<file path="src/rtl/bcd_pkg.sv">
// Shared types and constants for the binary-to-BCD encoder.
// Contains the FSM state encoding, the BCD digit width and the display-blank code.
package bcd_pkg;

   typedef enum logic [1:0] {
      IDLE,
      SHIFT,
      FINISH
   } state_t;

   localparam int         BCD_DIGIT_W = 4;
   localparam logic [3:0] BCD_BLANK   = 4'hF;

endpackage

</file>
<file path="src/rtl/bcd_add3.sv">
// Combinational double-dabble digit corrector: a digit of 5 or more gets +3.
// Purely combinational, with no latency and no backpressure.
module bcd_add3
   import bcd_pkg::*;
(
   input  logic [BCD_DIGIT_W-1:0] d_i,
   output logic [BCD_DIGIT_W-1:0] d_o
);

   assign d_o = (d_i >= 4'd5) ? d_i + 4'd3 : d_i;

endmodule

</file>
<file path="src/rtl/bin_bcd_encoder.sv">
// Sequential binary-to-BCD encoder (shift-and-add-3), one input bit per clock, BIN_W+1 cycles START->DONE.
// START is ignored while BUSY; optional leading-zero blanking when BCD_BLANK_EN is defined.
module bin_bcd_encoder
   import bcd_pkg::*;
#(
   parameter int BIN_W  = 8,
   parameter int DIGITS = 3
) (
   input  logic                            CLK,
   input  logic                            RST,
   input  logic                            START,
   input  logic [BIN_W-1:0]                BIN,
   output logic                            BUSY,
   output logic                            DONE,
   output logic [BCD_DIGIT_W*DIGITS-1:0]   BCD,
   output logic                            OVF
);

   localparam int SCR_W = BCD_DIGIT_W * DIGITS;
   localparam int SR_W  = SCR_W + BIN_W;
   localparam int CNT_W = (BIN_W > 1) ? $clog2(BIN_W) : 1;
   localparam logic [CNT_W-1:0] CNT_LAST = CNT_W'(BIN_W - 1);

   state_t               state_q;
   logic [CNT_W-1:0]     cnt_q;
   logic [SR_W-1:0]      sr_q;
   logic [SR_W-1:0]      sr_d;
   logic [SCR_W-1:0]     scr_adj;
   logic [SCR_W-1:0]     bcd_d;
   logic [SCR_W-1:0]     bcd_q;
   logic                 sticky_q;
   logic                 busy_q;
   logic                 done_q;
   logic                 ovf_q;
   logic                 start_ok;

   for (genvar g = 0; g < DIGITS; g++) begin : g_dig
      bcd_add3 u_add3 (
         .d_i (sr_q[BIN_W + g*BCD_DIGIT_W +: BCD_DIGIT_W]),
         .d_o (scr_adj[g*BCD_DIGIT_W +: BCD_DIGIT_W])
      );
   end

   // Corrected scratch and the remaining binary bits shift left together.
   assign sr_d     = {scr_adj[SCR_W-2:0], sr_q[BIN_W-1:0], 1'b0};
   // FINISH is not busy, so a held START chains straight into the next conversion.
   assign start_ok = START && (state_q != SHIFT);

`ifdef BCD_BLANK_EN
   logic lead_zero;

   always_comb begin
      bcd_d     = sr_q[SR_W-1 -: SCR_W];
      lead_zero = !sticky_q;
      for (int i = DIGITS-1; i >= 1; i--) begin
         if (lead_zero && (bcd_d[i*BCD_DIGIT_W +: BCD_DIGIT_W] == '0)) begin
            bcd_d[i*BCD_DIGIT_W +: BCD_DIGIT_W] = BCD_BLANK;
         end else begin
            lead_zero = 1'b0;
         end
      end
   end
`else
   assign bcd_d = sr_q[SR_W-1 -: SCR_W];
`endif

   always_ff @(posedge CLK) begin
      if (RST) begin
         state_q  <= IDLE;
         cnt_q    <= '0;
         sr_q     <= '0;
         sticky_q <= 1'b0;
         busy_q   <= 1'b0;
         done_q   <= 1'b0;
         bcd_q    <= '0;
         ovf_q    <= 1'b0;
      end else begin
         done_q <= 1'b0;
         case (state_q)
            SHIFT: begin
               sr_q <= sr_d;
               if (scr_adj[SCR_W-1]) begin
                  sticky_q <= 1'b1;
               end
               if (cnt_q == '0) begin
                  state_q <= FINISH;
                  busy_q  <= 1'b0;
               end else begin
                  cnt_q <= cnt_q - 1'b1;
               end
            end
            FINISH: begin
               done_q  <= 1'b1;
               bcd_q   <= bcd_d;
               ovf_q   <= sticky_q;
               state_q <= IDLE;
            end
            default: state_q <= IDLE;
         endcase
         // Placed last so a new request overrides the FINISH->IDLE transition.
         if (start_ok) begin
            state_q  <= SHIFT;
            busy_q   <= 1'b1;
            sr_q     <= {{SCR_W{1'b0}}, BIN};
            cnt_q    <= CNT_LAST;
            sticky_q <= 1'b0;
         end
      end
   end

   assign BUSY = busy_q;
   assign DONE = done_q;
   assign BCD  = bcd_q;
   assign OVF  = ovf_q;

endmodule

</file>
<file path="config.mk">
export PLATFORM = sky130hd
export DESIGN_NAME = bin_bcd_encoder
export DESIGN_NICKNAME = d
export VERILOG_FILES = /design/src/rtl/bcd_pkg.sv /design/src/rtl/bcd_add3.sv /design/src/rtl/bin_bcd_encoder.sv
export SDC_FILE = /design/constraint.sdc
export NUM_CORES = 1
export LEC_CHECK = 0
export CORE_ASPECT_RATIO = 1.1
export CORE_MARGIN = 2
export CORE_UTILIZATION = 53
export DETAILED_ROUTE_END_ITERATION = 8
export HOLD_SLACK_MARGIN = 0.15
export PLACE_DENSITY = 0.8
export SLEW_MARGIN = 15
export SYNTH_ARGS = -nofsm -noshare
export SYNTH_HDL_FRONTEND = slang
export SYNTH_HIERARCHICAL = 1
export SYNTH_SLANG_ARGS = --single-unit
</file>
<file path="constraint.sdc">
create_clock -name CLK -period 1.5 [get_ports CLK]
set_input_delay 0.3 -clock CLK [delete_from_list [all_inputs] [get_ports CLK]]
set_output_delay 0.3 -clock CLK [all_outputs]
set_load 0.02 [all_outputs]
</file>
## Word level (Yosys, flattened, before mapping)

Cells that the tools add are included.

- $add $sub $neg: 4
- Magnitude comparators: 3
- Equal/unequal tests: 5
- Multiplexer cells: 15
- Bitwise logic cells: 1
- Reduce and logical (&&, ||, !) cells: 9

Operator list:

| operator | count |
|---|---|
| $mux W8 | 2 |
| $add A4 B2 Y4 const B | 3 |
| $ge A4 B3 Y1 const B | 3 |
| $mux W4 | 3 |
| $mux W3 | 3 |
| $mux W1 | 7 |
| $reduce_and A2 Y1 | 3 |
| $reduce_bool A2 Y1 | 2 |
| $logic_not A3 Y1 | 1 |
| $ne A3 B3 Y1 const B | 1 |
| $reduce_or A3 Y1 | 1 |
| $sub A3 B1 Y3 const B | 1 |
| $eq A2 B1 Y1 const B | 1 |
| $eq A2 B2 Y1 const B | 1 |
| $ne A2 B1 Y1 const B | 1 |
| $ne A2 B2 Y1 const B | 1 |
| $reduce_or A2 Y1 | 1 |
| $logic_and A1 B1 Y1 | 1 |
| $not A1 Y1 | 1 |

- Register bits: 41
- Output and inout bits: 15
- Word-level logic and storage cells: 47

## Depth between registers and ports, before layout

Gate-level depths: netlist of the first run.

- Depth after elaboration: 4
- Mapped depth: 7

## Hierarchy

The synthesis of the first run kept the hierarchy.

Modules (own cells, without submodules):

| module | instances | cells an instance | area each (um2) |
|---|---|---|---|
| bin_bcd_encoder | 1 | 179 | 1552.7 |
| bcd_add3 | 3 | 16 | 101.3 |

## Worst setup path before layout of the first run

Ideal clock, no wire load.

- Path kind: register -> register
- From: register sr_q[9]
- To: register sr_q[10]
- Library setup time: 0.070 ns
- Data arrival time: 1.240 ns
- Setup slack: 0.190 ns
- Cell stages (with the launch flop): 8
- Path buffers: 0
- Period minus slack after synthesis: 1.310 ns
- Path through: dfxtp_1 -> inv_1 -> ha_1 -> nand2b_1 -> a21oi_2 -> mux2i_1 -> nand2_1 -> a21oi_1

- Word-level cells in the longest chain between the ends: 2
- Elaborated cells on any way between the ends: 3
- Classes of those cells: add/sub: 1; order compare: 1; mux: 1

Ends and longest elaborated chain:

| item | line | text |
|---|---|---|
| start, declared | bin_bcd_encoder.sv:26 | `logic [SR_W-1:0] sr_q;` |
| start signal, assigned | bin_bcd_encoder.sv:81 | `sr_q <= sr_d;` |
| start signal, assigned | bin_bcd_encoder.sv:104 | `sr_q <= {{SCR_W{1'b0}}, BIN};` |
| $add A4 B2 Y4 / $ge A4 B3 Y1 (equally long branches) | bcd_add3.sv:10 | `assign d_o = (d_i >= 4'd5) ? d_i + 4'd3 : d_i;` |
| $mux W4 (*) | bcd_add3.sv:10 |  |
| net scr_adj[1] | bin_bcd_encoder.sv:28 | `logic [SCR_W-1:0] scr_adj;` |

The timed path passes the listed nets; every way through them passes the cells marked *.
A chain may end at the register's enable or synchronous reset.

## Worst setup path after layout of the first run

- From: register sr_q[16]
- To: register sr_q[18]

The elaborated chain is that of the path after synthesis.

==> results.sh, run 1 <==
export IMPL_fmax_ghz=0.6976
export IMPL_fin_skew_ps=12.16
export IMPL_numPortBuffers=25
export IMPL_drt_iter0_drc=90
export IMPL_core_area_sq_um=3358
export IMPL_area_growth_pct=21.83
export IMPL_rsz0062_at_grt="no"
export IMPL_dr_pass1_iters=4
export IMPL_num_antenna_cells=0
export IMPL_place_gp_congestion=0.7724
export IMPL_worstPathRequired_ps=1790
export IMPL_synth_nets=246
export IMPL_cp_end_kind="flop"
export IMPL_cts_buffers_inserted=5
export IMPL_maxSlewHeadroom=0.6670
export IMPL_min_delay_start="BCD[3]"
export IMPL_rr_endpoint="sr_q[18]"
export IMPL_clkTransAtPathRegs_ps=130
export IMPL_ys_warn_count=6
export IMPL_hold_depth=2
export IMPL_postLayoutSetupSlackWorst_ps=66.59
export IMPL_synth_area_sq_um=1857
export IMPL_min_period_ps=1433
export IMPL_slew_viol_final=0
export IMPL_cpMaxStageDelayCell="dfxtp_1"
export IMPL_startpoint_type="flop"
export IMPL_synthCells=227
export IMPL_seqCellArea_sq_um=824.5
export IMPL_final_nets=278
export IMPL_grt_pass1_vias=1374
export IMPL_synth_cell_types=26
export IMPL_io_pin_count=26
export IMPL_viasPerCell=5.045
export IMPL_power_density_nw_per_um2=938.3
export IMPL_path_cells="ha_1 > nand2b_1 > a21oi_2 > mux2i_1 > nand2_1 > a21oi_1"
export IMPL_leakagePower_nw=0.9446
export IMPL_die_w_um=60.44
export IMPL_dp_slack_ps=59.08
export IMPL_holdPathEnd="BCD[3]"
export IMPL_min_path_type="flop to flop"
export IMPL_critical_path_class="flop to flop"
export IMPL_period_share=0.9556
export IMPL_antenna_found_initial=0
export IMPL_drive_gt1_frac=0.1115
export IMPL_clock_sinks=41
export IMPL_tightestPinTransition_ps=499.5
export IMPL_rows=22
export IMPL_ys_ff_latch=41
export IMPL_insertion_delay_ps=350
export IMPL_root_buffer="clkbuf_4"
export IMPL_hpwl_um=2488
export IMPL_status="finished, final reports clean"
export IMPL_start_util=0.5529
export IMPL_cp_max_fo=6
export IMPL_wire_per_inst_um=11.34
export IMPL_clockBufferDepth=2
export IMPL_cpPeakStageDelay_ps=400
export IMPL_antenna_left=0
export IMPL_yosysSeqAreaShare=0.4420
export IMPL_vias=1554
export IMPL_multi_input_area_sq_um=925.9
export IMPL_nFillCells=310
export IMPL_grt_pass1_wl_um=5837
export IMPL_reg2reg_depth=6
export IMPL_grt_ovfl_total=0
export IMPL_r2r_slack_ps=70
export IMPL_finalSetupTns_ps=0
export IMPL_cap_violations=0
export IMPL_die_y_um=66.08
export IMPL_setup_viol=0
export IMPL_globalRouteTotalUtil=0.1942
export IMPL_grt_max_degree=18
export IMPL_htree_levels=2
export IMPL_drt_total_wl_um=3492
export IMPL_peakVddDrop_mv=0.6448
export IMPL_cts_tree="yes"
export IMPL_reg2reg_from="sr_q[16]"
export IMPL_worstPathArrival_ps=1720
export IMPL_ctsHoldBuffers=0
export IMPL_syn_avg_cell_area_sq_um=8.180
export IMPL_hold_viol=0
export IMPL_drc=0
export IMPL_dieArea_sq_um=3993
## cell type report
| cell class | instances | share of cell area |
|---|---|---|
| Multi-Input combinational cell | 165 | 0.4093 |
| Sequential cell | 41 | 0.3645 |
| Tap cell | 48 | 0.02655 |
| Clock inverter | 3 | 0.02046 |
| Clock buffer | 5 | 0.01659 |
| Timing Repair Buffer | 37 | 0.1477 |
| Inverter | 9 | 0.01493 |
## registers in the layout, indices dropped and copies added (netlist names)
| signal | count |
|---|---|
| cnt_q | 3 |
| DONE | 1 |
| BCD | 12 |
| sr_q | 20 |
| state_q | 2 |
| OVF | 1 |
| sticky_q | 1 |
| BUSY | 1 |
## routing by layer
metal,share of wire,up-vias,track usage
met5,0,-,0
met4,0.016,0,0.07337
met3,0.035,5,0.04697
met2,0.50,29,0.3342
met1,0.45,707,0.2295
li1,-,813,-
## cells in the mapped netlist
cell       count  area, sq um
buf_4          5        37.54
nand2b_1       8        50.05
o21ai_0        4        20.02
dfxtp_1       41        820.8
inv_1          9        33.78
o21ai_1        4        20.02
nand2_1       64        240.2
mux2i_1       11        110.1
a21oi_2        3        26.28
nor3_1         1        5.000
a21o_1         1        7.510
buf_6          1        11.26
buf_1          2        7.510
xnor2_1        3        26.28
nor2_1        14        52.55
a31oi_1        1        6.260
nor2b_1        1        6.260
nand4bb_1      1        11.26
or4_1          1        7.510
nand2b_4       1        13.76
buf_2          4        20.02
and2b_1        1        7.510
a211oi_1       7        52.55
ha_1           8        100.1
a21oi_1       29        145.1
a31o_2         2        17.52
## cells by family after synthesis
kind of cell               Yosys count  share of synthesized area
DFF                                 41                     0.4421
muxes                               11                    0.05930
adders and majority gates            8                    0.05391
buffers and inverters               21                    0.05930
AOI/OAI and AO/OA                   51                     0.1590
and+or+nand+nor                     92                     0.2123
xor gates and xnor gates             3                    0.01415
## critical path: cells and delay by family, from the launching register on
kind | cells | cell delay [ps]
multiplexers | 1 | 220
AND/OR/NAND/NOR | 2 | 240
flip-flops | 1 | 400
AO/OA/AOI/OAI | 2 | 300
adder cells (fa/ha/maj) | 1 | 230
## how the worst max path moves through the flow
stage / start / endpoint / slack [ps] / depth (start not counted)
after floorplan: sr_q[9] / sr_q[10] / 190 / 7
after detailed placement: sr_q[13] / sr_q[14] / 60 / 7
after global routing: sr_q[13] / sr_q[14] / 8 / 7
final: sr_q[16] / sr_q[18] / 70 / 6
after CTS: sr_q[13] / sr_q[14] / 30 / 7
after global placement: START / sr_q[12] / 110 / 5
## power by group
group	internal [mW]	switching, mW
sequential	1.13	0.0250
clock	0.353	0.379
combinational	0.107	0.129
## layout by cell type (no fill, tap or decap), drive strengths merged
master and count:
a211oi 7, a21o 1, a21oi 32, a31o 2, a31oi 1, and2b 1, buf 12, bufinv 1
clkbuf 5, clkdlybuf4s50 10, clkinv 1, clkinvlp 1, dfxtp 41, dlygate4sd2 15, ha 8, inv 9
mux2i 11, nand2 64, nand2b 9, nand4bb 1, nor2 14, nor2b 1, nor3 1, o21ai 8
or4 1, xnor2 3
## per-stage QoR
stage               total power, mW  hold WS (ps)  area (sq um)  instances    util
floorplan                     1.348         431.2          1857        227       -
global placement              1.413         440.8          2186        299  0.6509
detailed placement            1.418         446.9          2186        299  0.6509
CTS                           2.142         462.6          2251        307  0.6703
global route                  2.222         481.4          2262        308  0.6736
finish                        2.123         463.8          2262        308  0.6736
## timing repair
item / CTS / global route
hold endpoints to repair: 0 / 0
pin swaps: 0 / 3
setup buffers: 0 / 1
setup endpoints to repair: 15 / 3
gates resized for setup: 15 / 3
(Power assumes the default switching activity.)
==> inputs of run 2 (changes only) <==
- PLACE_DENSITY: 0.8 -> 0.78
- TNS_END_PERCENT: not set -> 100
==> results.sh, run 2 (synthesis gave the netlist of run 1 again) <==
export IMPL_status="finished, final reports clean"
export IMPL_cpMaxStageDelayCell="dfxtp_2"
export IMPL_insertion_delay_ps=350
export IMPL_startpoint_type="flop"
export IMPL_cap_violations=0
export IMPL_placedCellCount=300
export IMPL_grt_pass1_vias=1440
export IMPL_rr_endpoint="sr_q[18]"
export IMPL_power_density_nw_per_um2=865.8
export IMPL_drc=0
export IMPL_cp_max_fo=3
export IMPL_finalSetupTns_ps=0
export IMPL_core_area_sq_um=3358
export IMPL_reg2reg_depth=7
export IMPL_path_cells="inv_1 > ha_1 > nand2b_1 > a21oi_2 > mux2i_1 > nand2_1 > a21oi_1"
export IMPL_critical_path_class="flop to flop"
export IMPL_layout_commonest_cell="nand2_1"
export IMPL_fin_skew_ps=3.406
export IMPL_dieArea_sq_um=3993
export IMPL_hold_depth=2
export IMPL_drt_total_wl_um=3468
export IMPL_numPortBuffers=25
export IMPL_grt_ovfl_total=0
export IMPL_period_share=0.9353
export IMPL_num_antenna_cells=0
export IMPL_root_buffer="clkbuf_4"
export IMPL_final_nets=279
export IMPL_largest_register="sr_q"
export IMPL_die_y_um=66.08
export IMPL_min_path_type="flop to flop"
export IMPL_slew_viol_final=0
export IMPL_power_mw=1.952
export IMPL_pwr_share_clk=0.284
export IMPL_postPlaceCellArea_sq_um=2206
export IMPL_grt_max_degree=18
export IMPL_wire_per_inst_um=11.26
export IMPL_worst_path_buf_inv=1
export IMPL_swShare=0.2512
export IMPL_fmax_ghz=0.7128
export IMPL_clkTransAtPathRegs_ps=110
export IMPL_largest_reg_flops=20
export IMPL_fin_area_sq_um=2255
export IMPL_p_switching_mw=0.4904
export IMPL_seqPwrFrac=0.591
export IMPL_clockBufferDepth=2
export IMPL_hpwl_um=2546
export IMPL_combinationalPowerShare=0.125
export IMPL_place_gp_congestion=0.7866
export IMPL_min_period_ps=1403
export IMPL_rows=22
export IMPL_globalRouteTotalUtil=0.1951
export IMPL_grt_pass1_wl_um=5851
export IMPL_leakagePower_nw=0.9468
export IMPL_reg2reg_from="sr_q[17]"
export IMPL_tightestPinTransition_ps=381.8
export IMPL_start_util=0.5529
export IMPL_cts_tree="yes"
export IMPL_cpPeakStageDelay_ps=340
export IMPL_min_delay_start="BCD[5]"
export IMPL_holdPathEnd="BCD[5]"
export IMPL_drt_iter0_drc=49
export IMPL_dr_pass1_iters=4
export IMPL_antenna_found_initial=0
export IMPL_clock_sinks=41
export IMPL_cp_top_family="flip-flops"
export IMPL_maxSlewHeadroom=0.7455
export IMPL_ctsHoldBuffers=0
export IMPL_peakVddDrop_mv=0.6434
export IMPL_internal_power_mw=1.462
export IMPL_r2r_slack_ps=100
export IMPL_die_w_um=60.44
export IMPL_worstPathArrival_ps=1700
export IMPL_io_pin_count=26
export IMPL_viasPerCell=5.107
export IMPL_antenna_left=0
export IMPL_hold_viol=0
export IMPL_final_cell_mix="nand2_1, dfxtp_1, a21oi_1, dlygate4sd2_1, nor2_1"
export IMPL_fin_cells=308
export IMPL_setup_viol=0
export IMPL_rsz0062_at_grt="no"
export IMPL_htree_levels=2
export IMPL_drive_gt1_frac=0.1115
export IMPL_vias=1573
export IMPL_cts_buffers_inserted=5
export IMPL_area_growth_pct=21.43
export IMPL_worstPathRequired_ps=1790
export IMPL_cp_end_kind="flop"
-- run 2: worst max-delay path by stage --
stage                     depth (start not counted)       end  slack [ps]      from
final                                             7  sr_q[18]         100  sr_q[17]
after global routing                              7  sr_q[14]          10  sr_q[13]
after CTS                                         7  sr_q[18]          50  sr_q[17]
after detailed placement                          5   sr_q[8]          60     START
after global placement                            5  sr_q[17]         100     START
after floorplan                                   7  sr_q[10]         190   sr_q[9]
-- run 2: worst reg2reg max path: cells and delay by family, from the launching register on --
| family | cells | cell delay (ps) |
|---|---|---|
| adder cells (fa/ha/maj) | 1 | 170 |
| flip-flops | 1 | 340 |
| multiplexers | 1 | 220 |
| buffers and inverters | 1 | 60 |
| AO/OA/AOI/OAI | 2 | 320 |
| AND/OR/NAND/NOR | 2 | 230 |
-- run 2: final cells by class --
type | instances | area, sq um
Multi-Input combinational cell | 165 | 925.9
Tap cell | 48 | 60.06
Sequential cell | 41 | 825.8
Timing Repair Buffer | 38 | 354.1
Clock buffer | 7 | 55.05
Fill cell | 325 | 1104
Inverter | 9 | 33.78
-- run 2: routing by layer --
layer / wire length [um] / share of wire / track usage
met5: 0 / 0 / 0
met4: 78 / 0.022 / 0.07337
met3: 107 / 0.031 / 0.04697
met2: 1812 / 0.52 / 0.3519
met1: 1470 / 0.42 / 0.2164
-- run 2: repair_timing --
action,4_1_cts,5_1_grt
cloned,0,0
pin swaps,0,3
endpoints found under the setup margin,15,4
buffers inserted,0,1
resized for setup,15,4
-- run 2: power by group through the flow --
stage	Sequential, mW	Combinational, mW	Clock, mW
detailed placement	1.18	0.249	0
finish	1.15	0.244	0.554
global route	1.16	0.274	0.608
floorplan	1.18	0.172	0
CTS	1.15	0.247	0.570
global placement	1.18	0.243	0
-- run 2: through the flow --
step,utilization,setup WS (ps),hold WS [ps]
final,0.6714,97.03,455.9
after floorplan,-,190.2,431.2
after CTS,0.6677,45.06,460.5
after global routing,0.6714,11.37,480.5
after detailed placement,0.6569,62.57,446.7
after global placement,0.6569,101.9,441.5
==> inputs of run 3 (changes only) <==
- CTS_CLUSTER_SIZE: not set -> 24
- SKIP_CTS_REPAIR_TIMING: not set -> 1
==> results.sh, run 3 (synthesis gave the netlist of run 1 again) <==
export IMPL_min_path_type="flop to flop"
export IMPL_layout_commonest_cell="nand2_1"
export IMPL_dr_pass1_iters=4
export IMPL_critical_path_class="flop to flop"
export IMPL_min_delay_start="BCD[5]"
export IMPL_final_core_util=0.6882
export IMPL_cts_buffers_inserted=5
export IMPL_cp_end_kind="flop"
export IMPL_drt_total_wl_um=3525
export IMPL_status="finished, final reports clean"
export IMPL_grt_pass1_vias=1437
export IMPL_tightestPinTransition_ps=386.9
export IMPL_period_share=0.9350
export IMPL_worstPathRequired_ps=1790
export IMPL_maxSlewHeadroom=0.7421
export IMPL_leakagePower_nw=1.152
export IMPL_m1WireLength_um=1489
export IMPL_postLayoutSetupSlackWorst_ps=97.54
export IMPL_grt_max_degree=18
export IMPL_fin_skew_ps=3.250
export IMPL_placedCellCount=300
export IMPL_postPlaceCellArea_sq_um=2206
export IMPL_cap_violations=0
export IMPL_clkTransAtPathRegs_ps=110
export IMPL_globalRouteTotalUtil=0.1947
export IMPL_antenna_found_initial=0
export IMPL_hold_viol=0
export IMPL_final_nets=279
export IMPL_place_gp_congestion=0.7866
export IMPL_hold_depth=2
export IMPL_viasPerCell=5.166
export IMPL_rr_endpoint="sr_q[18]"
export IMPL_wl_met2_um=1822
export IMPL_power_density_nw_per_um2=844.9
export IMPL_slew_viol_final=0
export IMPL_setup_viol=0
export IMPL_largest_reg_flops=20
export IMPL_worstPathArrival_ps=1690
export IMPL_start_util=0.5529
export IMPL_cts_tree="yes"
export IMPL_min_period_ps=1402
export IMPL_antenna_left=0
export IMPL_r2r_slack_ps=100
export IMPL_rsz0062_at_grt="no"
export IMPL_drive_gt1_frac=0.1115
export IMPL_grt_ovfl_total=0
export IMPL_power_mw=1.953
export IMPL_vias=1591
export IMPL_peakVddDrop_mv=0.6439
export IMPL_area_growth_pct=24.46
export IMPL_hpwl_um=2546
export IMPL_grt_pass1_wl_um=5837
export IMPL_finalHoldWorstSlack_ps=456.7
export IMPL_drc=0
export IMPL_io_pin_count=26
export IMPL_numPortBuffers=25
export IMPL_die_y_um=66.08
export IMPL_startpoint_type="flop"
export IMPL_largest_register="sr_q"
export IMPL_top_layer_used="met4"
export IMPL_fin_cells=308
export IMPL_insertion_delay_ps=350
export IMPL_clock_sinks=41
export IMPL_clockBufferDepth=2
export IMPL_holdPathEnd="BCD[5]"
export IMPL_cp_max_fo=3
export IMPL_met3_length_um=134
export IMPL_dieArea_sq_um=3993
export IMPL_root_buffer="clkbuf_4"
export IMPL_fin_area_sq_um=2311
export IMPL_drt_iter0_drc=57
export IMPL_wire_per_inst_um=11.44
export IMPL_reg2reg_from="sr_q[17]"
export IMPL_reg2reg_depth=7
export IMPL_num_antenna_cells=0
export IMPL_core_area_sq_um=3358
export IMPL_die_w_um=60.44
export IMPL_final_cell_mix="nand2_1, dfxtp_1, a21oi_1, dlymetal6s2s_1, nor2_1"
export IMPL_fmax_ghz=0.7130
export IMPL_finalSetupTns_ps=0
export IMPL_rows=22
export IMPL_htree_levels=2
export IMPL_dp_slack_ps=62.57
-- run 3: final cells by class --
type,instances,area [sq um]
clock buffers,7,55.05
multi-input cells,165,925.9
repair buffers,38,410.4
inverters,9,33.78
flip-flops and latches,41,825.8
well taps,48,60.06
fillers,303,1047
-- run 3: worst max-delay path by stage --
stage / startpoint / end / cells after the start
4_1_cts: BCD[10] / BCD[10] / 1
5_1_grt: sr_q[13] / sr_q[14] / 7
2_1_floorplan: sr_q[9] / sr_q[10] / 7
3_5_place_dp: START / sr_q[8] / 5
3_3_place_gp: START / sr_q[17] / 5
6_report: sr_q[17] / sr_q[18] / 7
-- run 3: critical path, stage by stage (launching register included) --
cell and delay (ps):
dfxtp_2 340, inv_1 60, ha_1 170, nand2b_1 160, a21oi_2 210, mux2i_1 220
nand2_1 70, a21oi_1 110
-- run 3: metal layers --
layer / vias to the layer above / GRT usage
met5: - / 0
met4: 0 / 0.07337
met3: 7 / 0.04697
met2: 31 / 0.3519
met1: 741 / 0.2152
li1: 812 / -
-- run 3: where the power goes --
group / switching, mW / internal [mW] / total, mW
registers: 0.0244 / 1.13 / 1.15
logic: 0.134 / 0.113 / 0.246
clock network: 0.332 / 0.221 / 0.553
total: 0.489 / 1.46 / 1.95
